**config.mk**
```make
export PLATFORM = sky130hd
export DESIGN_NAME = dmem_arbiter
export DESIGN_NICKNAME = d
export VERILOG_FILES = /design/src/rtl/dmem_arb_pkg.sv /design/src/rtl/dmem_arb_age_counter.sv /design/src/rtl/dmem_arbiter.sv
export SDC_FILE = /design/constraint.sdc
export NUM_CORES = 1
export LEC_CHECK = 0
export ABC_AREA = 0
export BUFFER_PORTS_ARGS = -buffer_cell sky130_fd_sc_hd__buf_2
export CORE_ASPECT_RATIO = 0.9
export CORE_MARGIN = 3
export CORE_UTILIZATION = 38
export DETAILED_ROUTE_END_ITERATION = 6
export PLACE_DENSITY = 0.77
export RECOVER_POWER = 50
export SLEW_MARGIN = 20
export SYNTH_ARGS = -nofsm -noshare
export SYNTH_HDL_FRONTEND = slang
export SYNTH_SLANG_ARGS = --single-unit
```
**constraint.sdc**
```tcl
create_clock -name clk -period 1.65 [get_ports clk]
set_input_delay 0 -clock clk [delete_from_list [all_inputs] [get_ports clk]]
set_output_delay 0 -clock clk [all_outputs]
set_load 0.05 [all_outputs]
```
**src/rtl/dmem_arb_pkg.sv**
```systemverilog
// Shared definitions for the data-memory arbiter and its helpers.
//   OWN_*      : owner codes recording which requester has an access in flight
//   *_W_DEF    : default address/data widths of the dmem port
//   BE_W       : byte-enable width of a 32-bit word
//   WAIT_W     : width of the anti-starvation wait counter
package dmem_arb_pkg;

    localparam logic [1:0] OWN_NONE = 2'd0;
    localparam logic [1:0] OWN_CPU  = 2'd1;
    localparam logic [1:0] OWN_VGA  = 2'd2;

    localparam int ADDR_W_DEF = 9;
    localparam int DATA_W_DEF = 32;
    localparam int BE_W       = 4;
    localparam int WAIT_W     = 4;

endpackage

```
**src/rtl/dmem_arb_age_counter.sv**
```systemverilog
// Saturating age counter used to bound how long a requester can lose arbitration.
// Ports:
//   clk, reset : clock, asynchronous active-high reset (count returns to 0)
//   clr        : clear the count (wins over inc)
//   inc        : advance the count by one, sticking at MAX
//   at_max     : count has reached MAX
module dmem_arb_age_counter
    import dmem_arb_pkg::*;
#(
    parameter int CNT_W = WAIT_W,
    parameter int MAX   = 4
) (
    input  logic clk,
    input  logic reset,
    input  logic clr,
    input  logic inc,
    output logic at_max
);

    logic [CNT_W-1:0] cnt;

    assign at_max = (cnt == CNT_W'(MAX));

    always_ff @(posedge clk or posedge reset) begin
        if (reset) begin
            cnt <= '0;
        end else if (clr) begin
            cnt <= '0;
        end else if (inc && !at_max) begin
            cnt <= cnt + 1'b1;
        end
    end

endmodule

```
**src/rtl/dmem_arbiter.sv**
```systemverilog
// Arbiter sharing one single-port synchronous data memory between the CPU data
// port and the VGA pixel-fetch port. VGA wins by default; a waiting CPU is
// granted once it has lost MAX_WAIT consecutive cycles. Read data returns one
// cycle after the grant to whichever requester issued the access.
// Ports:
//   clk, reset            : clock, asynchronous active-high reset
//   cpu_req/we/be/addr/wdata : CPU request, held stable until cpu_gnt
//   cpu_gnt               : combinational, CPU access issued this cycle
//   cpu_rvalid, cpu_rdata : response pulse one cycle after cpu_gnt, data held
//   vga_req, vga_addr     : VGA read request
//   vga_gnt               : combinational, VGA read issued this cycle
//   vga_rvalid, vga_rdata : response pulse one cycle after vga_gnt, data held
//   mem_en/we/be/addr/wdata : memory command, driven from the granted requester
//   mem_rdata             : memory read data, one cycle after mem_en
//
// In-flight owner (pend_own):
//   state    | meaning
//   OWN_NONE | no access issued last cycle
//   OWN_CPU  | last cycle's access belongs to the CPU; mem_rdata is its response
//   OWN_VGA  | last cycle's access belongs to VGA; mem_rdata is its response
module dmem_arbiter
    import dmem_arb_pkg::*;
#(
    parameter int ADDR_W   = ADDR_W_DEF,
    parameter int DATA_W   = DATA_W_DEF,
    parameter int MAX_WAIT = 4
) (
    input  logic              clk,
    input  logic              reset,

    input  logic              cpu_req,
    input  logic              cpu_we,
    input  logic [BE_W-1:0]   cpu_be,
    input  logic [ADDR_W-1:0] cpu_addr,
    input  logic [DATA_W-1:0] cpu_wdata,
    output logic              cpu_gnt,
    output logic              cpu_rvalid,
    output logic [DATA_W-1:0] cpu_rdata,

    input  logic              vga_req,
    input  logic [ADDR_W-1:0] vga_addr,
    output logic              vga_gnt,
    output logic              vga_rvalid,
    output logic [DATA_W-1:0] vga_rdata,

    output logic              mem_en,
    output logic              mem_we,
    output logic [BE_W-1:0]   mem_be,
    output logic [ADDR_W-1:0] mem_addr,
    output logic [DATA_W-1:0] mem_wdata,
    input  logic [DATA_W-1:0] mem_rdata
);

    logic              cpu_starved;
    logic              wait_clr;
    logic              wait_inc;
    logic [1:0]        pend_own;
    logic [1:0]        pend_own_nxt;
    logic [DATA_W-1:0] cpu_rdata_q;
    logic [DATA_W-1:0] vga_rdata_q;

    dmem_arb_age_counter #(
        .CNT_W (WAIT_W),
        .MAX   (MAX_WAIT)
    ) u_wait_cnt (
        .clk    (clk),
        .reset  (reset),
        .clr    (wait_clr),
        .inc    (wait_inc),
        .at_max (cpu_starved)
    );

    // Grants stay combinational but are masked during reset so nothing is
    // issued to the memory while the arbiter is being cleared.
    always_comb begin
        cpu_gnt = 1'b0;
        vga_gnt = 1'b0;
        if (!reset) begin
            if (cpu_req && (!vga_req || cpu_starved)) begin
                cpu_gnt = 1'b1;
            end else if (vga_req) begin
                vga_gnt = 1'b1;
            end
        end
    end

    assign wait_clr = cpu_gnt || !cpu_req;
    assign wait_inc = cpu_req && !cpu_gnt;

    always_comb begin
        mem_en    = cpu_gnt | vga_gnt;
        mem_we    = 1'b0;
        mem_be    = '0;
        mem_addr  = '0;
        mem_wdata = '0;
        if (cpu_gnt) begin
            mem_we    = cpu_we;
            mem_be    = cpu_be;
            mem_addr  = cpu_addr;
            mem_wdata = cpu_wdata;
        end else if (vga_gnt) begin
            mem_addr  = vga_addr;
        end
    end

    always_comb begin
        pend_own_nxt = OWN_NONE;
        if (cpu_gnt) begin
            pend_own_nxt = OWN_CPU;
        end else if (vga_gnt) begin
            pend_own_nxt = OWN_VGA;
        end
    end

    always_ff @(posedge clk or posedge reset) begin
        if (reset) begin
            pend_own    <= OWN_NONE;
            cpu_rdata_q <= '0;
            vga_rdata_q <= '0;
        end else begin
            pend_own <= pend_own_nxt;
            if (pend_own == OWN_CPU) begin
                cpu_rdata_q <= mem_rdata;
            end
            if (pend_own == OWN_VGA) begin
                vga_rdata_q <= mem_rdata;
            end
        end
    end

    // mem_rdata is valid in the response cycle itself, so it is passed straight
    // through then and the captured copy holds it until the next response.
    always_comb begin
        cpu_rvalid = (pend_own == OWN_CPU);
        vga_rvalid = (pend_own == OWN_VGA);
        cpu_rdata  = cpu_rvalid ? mem_rdata : cpu_rdata_q;
        vga_rdata  = vga_rvalid ? mem_rdata : vga_rdata_q;
    end

endmodule
```
# --- Yosys cells after proc, flatten, opt, wreduce, memory -nomap -nowiden ---
# Cells that the tools add are included.
totals:
  reg_bits: 70
  latchBits: 0
  ramBits: 0
  romBits: 0
  inputBits: 91
  out_inout_bits: 115
  wordCells: 35
  mem_count: 0
op_classes:
  addsub: 1
  multipliers: 0
  n_div: 0
  n_lt_le_gt_ge: 0
  n_eq_ne: 3
  n_shift: 0
  n_mux: 16
  n_bitwise: 1
  n_reduce_logical: 10
op_table:
  columns: ["operator", "n"]
  rows:
  - ["32-bit 2-to-1 mux", 3]
  - ["9-bit 2-to-1 mux", 2]
  - ["4-bit 2-to-1 mux", 3]
  - ["1-bit 2-to-1 mux", 6]
  - ["4-bit by 1-bit adder with 4-bit output, second input constant", 1]
  - ["4-bit by 3-bit == test with 1-bit output, second input constant", 1]
  - ["1-bit logical NOT", 4]
  - ["2-bit 2-to-1 mux", 2]
  - ["1-bit logical AND", 3]
  - ["2-bit by 1-bit == test with 1-bit output, second input constant", 1]
  - ["2-bit == test, second input constant", 1]
  - ["1-bit logical OR", 2]
  - ["2-bit nonzero test", 1]
  - ["1-bit OR", 1]

# --- Logic depth before layout (Yosys ltp) ---
depth:
  word_depth: 10
  depth_mapped: 7
  mapped_depth_nobuf: 5

# --- Hierarchy ---
# Synthesis repeated with hierarchy kept, for this count alone.
unflattened:
  cells_unflattened: 254
  hier_area_um2: 3631.0
by_module_without_submodules:
  columns: ["module", "n_inst", "cells_per_inst", "area_each_um2", "seq_area_each_um2"]
  rows:
  - ["dmem_arbiter", 1, 229, 3393.3, 1651.6]
  - ["dmem_arb_age_counter", 1, 25, 237.7, 100.1]

# --- Worst setup path after synthesis ---
# Ideal clock, no wire load.
synth_path:
  path_kind: "reg2out"
  start: "reg u_wait_cnt.cnt[0]"
  end: "out mem_addr[0]"
  arrival_time_ns: 1.865
  t_required_ns: 1.650
  slack_ns: -0.215
  stages_incl_launch_ff: 7
  path_buffers: 1
  path_cell_list: "dfrtp_1 -> inv_1 -> ha_1 -> and3b_1 -> a21oi_1 -> buf_2 -> a22o_1"
synth_via:
  elab_chain_cells: 7
  word_cells_on_any_way: 9
  classes_between: "1 x eq/ne; 6 x mux; 2 x reduce/logical"
synth_rtl:
  columns: ["element", "line", "source"]
  rows:
  - ["from (decl)", "dmem_arb_age_counter.sv:20", "logic [CNT_W-1:0] cnt;"]
  - ["from (signal assigned)", "dmem_arb_age_counter.sv:30", "cnt <= cnt + 1'b1;"]
  - ["4-bit by 3-bit == test with 1-bit output", "dmem_arb_age_counter.sv:22", "assign at_max = (cnt == CNT_W'(MAX));"]
  - ["1-bit logical OR", "dmem_arbiter.sv:79", "if (cpu_req && (!vga_req || cpu_starved)) begin"]
  - ["1-bit logical AND", "dmem_arbiter.sv:79", null]
  - ["1-bit 2-to-1 mux", "dmem_arbiter.sv:79", null]
  - ["1-bit 2-to-1 mux", "dmem_arbiter.sv:78", "if (!reset) begin"]
  - ["net vga_gnt", "dmem_arbiter.sv:42", "output logic vga_gnt,"]
  - ["9-bit 2-to-1 mux", "dmem_arbiter.sv:101", "end else if (vga_gnt) begin"]
  - ["9-bit 2-to-1 mux", "dmem_arbiter.sv:96", "if (cpu_gnt) begin"]
  - ["to (decl)", "dmem_arbiter.sv:49", "output logic [ADDR_W-1:0] mem_addr,"]
# The timed path passes the listed nets, and every way through them passes these cells.

# --- Final worst setup path ---
layout_path:
  start: "reg u_wait_cnt.cnt[0]"
  end: "out mem_wdata[14]"
layout_via:
  elab_chain_cells: 6
layout_rtl:
  columns: ["element", "line", "source"]
  rows:
  - ["4-bit by 3-bit == test with 1-bit output", "dmem_arb_age_counter.sv:22", null]
  - ["1-bit logical OR", "dmem_arbiter.sv:79", null]
  - ["1-bit logical AND", "dmem_arbiter.sv:79", null]
  - ["1-bit 2-to-1 mux", "dmem_arbiter.sv:79", null]
  - ["1-bit 2-to-1 mux", "dmem_arbiter.sv:78", null]
  - ["32-bit 2-to-1 mux", "dmem_arbiter.sv:96", null]
  - ["to (decl)", "dmem_arbiter.sv:50", "output logic [DATA_W-1:0] mem_wdata,"]
# Every way passes these cells.

==> results.md <==
- Synth top area cells: dfrtp_1, mux2_2, and2_1
- Buffer depth of the longest clock path: 2
- Post-synthesis mux area share: 0.237
- Sink Count: 70
- Fmax achieved: 531 MHz
- Sw Ratio: 0.388
- Simple-gate portion of the synthesized area: 0.109
- Setup_tns: -9610 ps
- Worst Tran Pin Value: 881 ps
- Cell repeated most along the worst path: buf_12
- Adder-cell share of the synthesized area: 0.00812
- Netlist cell types: 23
- Crit. End Element: output port
- CTS buffer count: 9
- Cells after Synth: 225
- Synth area leader: dfrtp_1
- Int Power: 4.84 mW
- Global-route wire length before repair: 17900 um
- Placer congestion estimate: 0.781
- Post-DP HPWL: 6550 um
- RSZ-0062 raised after global routing: true
- Worst-path clk slew: 70 ps
- WS Path Type: flip-flop to output port
- Commonest non-fill, non-tap cell in the layout: buf_2
- P_leak: 3.39 nW
- Yosys top cell area share: 0.569
- Synth Cell Area: 0.00308 mm^2
- Setup crit start kind: flip-flop
- Antenna Violating Nets Remaining: 0
- GR Overflow Total: 0
- Setup-failing EPs final: 95
- Switching power total: 3.07 mW
- Cells along the critical path: inv_2, ha_4, nand3b_4, a21oi_4, buf_12, buf_12, and2_1, buf_6
- Crit path max-delay family: buffers and inverters
- Initial antenna violation count: 1
- Synth warnings: 0
- Comb pwr share: 0.527
- DR iter-0 viols: 75
- CTS tree: built
- Design Power: 7.91 mW
- Vias in the first global route: 3333
- Via Count: 3106
- Io pins: 206
- Maxcap violations: 0
- Routed vias/inst: 5.05
- CP arrival: 1880 ps
- Max-slew headroom: 0.412
- XOR/XNOR share of the synthesized area: 0.00284
- FF+latch count, synth: 70
- Status: complete, but fails checks
- Seq/Total Area, Yosys: 0.569
- Failing checks: negative setup slack
- FP Rows: 30
- Fin crit share: 1.14
- Slowest-stage cell, CP: dfrtp_1
- Gr usage total: 0.251
- Fin cells: 615
- Register share of total power: 0.278
- Critical path buffers and inverters: 4
- DRC viols: 0
- Hold Vio Cnt, Final: 0
- Starting density of the core: 0.400
- Wire per inst: 22.6 um
- Final net count: 606
- Post-synthesis compound-gate area fraction: 0.0402
- Core footprint: 0.00769 mm^2
- Post-Syn Nets: 318
- WL final: 13900 um
- Crit-path max cell delay: 400 ps
- Largest net degree at the start of global routing: 37
- Final WS setup: -234 ps
- Port buffer count: 205
- H-tree levels: 3
- Die footprint: 0.00922 mm^2
- Worst IR Drop VDD: 0.676 mV
- Most frequent cells in the layout: buf_2, buf_8, dfrtp_1
- Fin crit period: 1880 ps
- Final Max Slew Viols: 0
- Cell count after placement: 525
- Die Span X: 101 um
- Largest family of logic cells by synthesized area: multiplexers
- Layout cells sized above 1: 0.741
- Root buf cell: clkbuf_8
- Crit path max fanout: 15
- Clock network power share: 0.195
- Hold Path Class: input pin to flip-flop
- Worst Path Required: 1650 ps
- Die H: 91.4 um
- Post-Route Skew: 12.7 ps
- Pwr dens: 1180 mW/mm^2
- Drt pass-1 iters: 4
- Area delta synth->final: 118%
- Clock Latency Late Sink: 340 ps
- Syn_area_per_cell: 13.7 um^2
sequential cells by signal, summed over array words and instances (netlist names):
register,cells
vga_rdata_q,32
cpu_rdata_q,32
pend_own,2
u_wait_cnt.cnt,4
cells by family (layout without fill, tap and decap cells):
group | after synthesis | after routing
buf+inv | 18 | 311
mux | 65 | 65
flops | 70 | 70
simple gates | 53 | 53
compound gates | 16 | 16
fa+ha+maj | 2 | 2
other cells | 0 | 1
xor+xnor | 1 | 1
routing by layer:
| metal | track usage | share of wire | vias to the layer above |
|---|---|---|---|
| met5 | 0 | 0 | - |
| met4 | 0.0831 | 0.028 | 0 |
| met3 | 0.0637 | 0.066 | 33 |
| met2 | 0.465 | 0.56 | 177 |
| met1 | 0.274 | 0.34 | 1546 |
| li1 | - | - | 1350 |
Yosys cell counts:
library cell / instances
nand4_1: 1
dfrtp_1: 70
mux2_2: 64
a21oi_1: 3
nor2_1: 2
nand3_1: 5
a31oi_1: 1
a22o_1: 9
ha_1: 2
or2_2: 1
and3b_1: 1
nand3b_4: 1
nor2b_1: 1
buf_6: 3
xnor2_1: 1
buf_2: 11
a21oi_2: 1
o211ai_1: 1
mux2i_1: 1
nand2b_1: 3
inv_1: 4
and2_1: 38
a21boi_0: 1
power by group through the flow:
stage	sequential [mW]	combinational, mW	clock (mW)
CTS	2.17	3.77	1.58
global placement	2.16	2.61	0
finish	2.20	4.17	1.54
floorplan	2.15	2.06	0
detailed placement	2.19	2.65	0
global route	2.23	4.29	1.64
worst min-delay path: stages:
cell      delay (ps)
buf_2            140
nand2b_1         140
a21oi_1           60
metrics by stage:
stage / hold WS [ps] / cell area [um^2] / worst slack, ps / utilization
global route: 60.4 / 6710 / -300 / 0.871
global placement: 191 / 4300 / 44.5 / 0.558
finish: 63.0 / 6710 / -234 / 0.871
floorplan: 84.2 / 3110 / -89.9 / -
detailed placement: 206 / 4300 / -43.0 / 0.558
CTS: 2.37 / 6150 / -168 / 0.799
worst paths after layout:
check                             startpoint         endpoint  slack [ps]  cells past startpoint
max reg2reg                      pend_own[1]   cpu_rdata_q[0]         110                      6
min in group asynchronous              reset  cpu_rdata_q[31]         640                      4
max in group asynchronous              reset   cpu_rdata_q[1]         450                      4
max                        u_wait_cnt.cnt[0]    mem_wdata[14]        -230                      8
min reg2reg                   vga_rdata_q[9]   vga_rdata_q[9]         510                      1
min                                  vga_req      pend_own[1]          60                      3
repair_timing:
action | 4_1_cts | 5_1_grt
pin swaps | 1 | 8
resized for setup | 329 | 108
gates cloned | 6 | 5
hold buffers | 34 | 0
endpoints found under the hold margin | 134 | 0
endpoints found under the setup margin | 96 | 111
buffers inserted | 13 | 18
final cells by class:
class	count	area (um^2)
repair buffers	291	2990
diodes	1	2.50
fillers	314	990
flip-flops and latches	70	1750
clock inverters	5	82.6
multi-input cells	137	1600
inverters	4	18.8
well taps	96	120
clock buffers	11	141
Note: power is estimated with default switching activity, not from simulation.
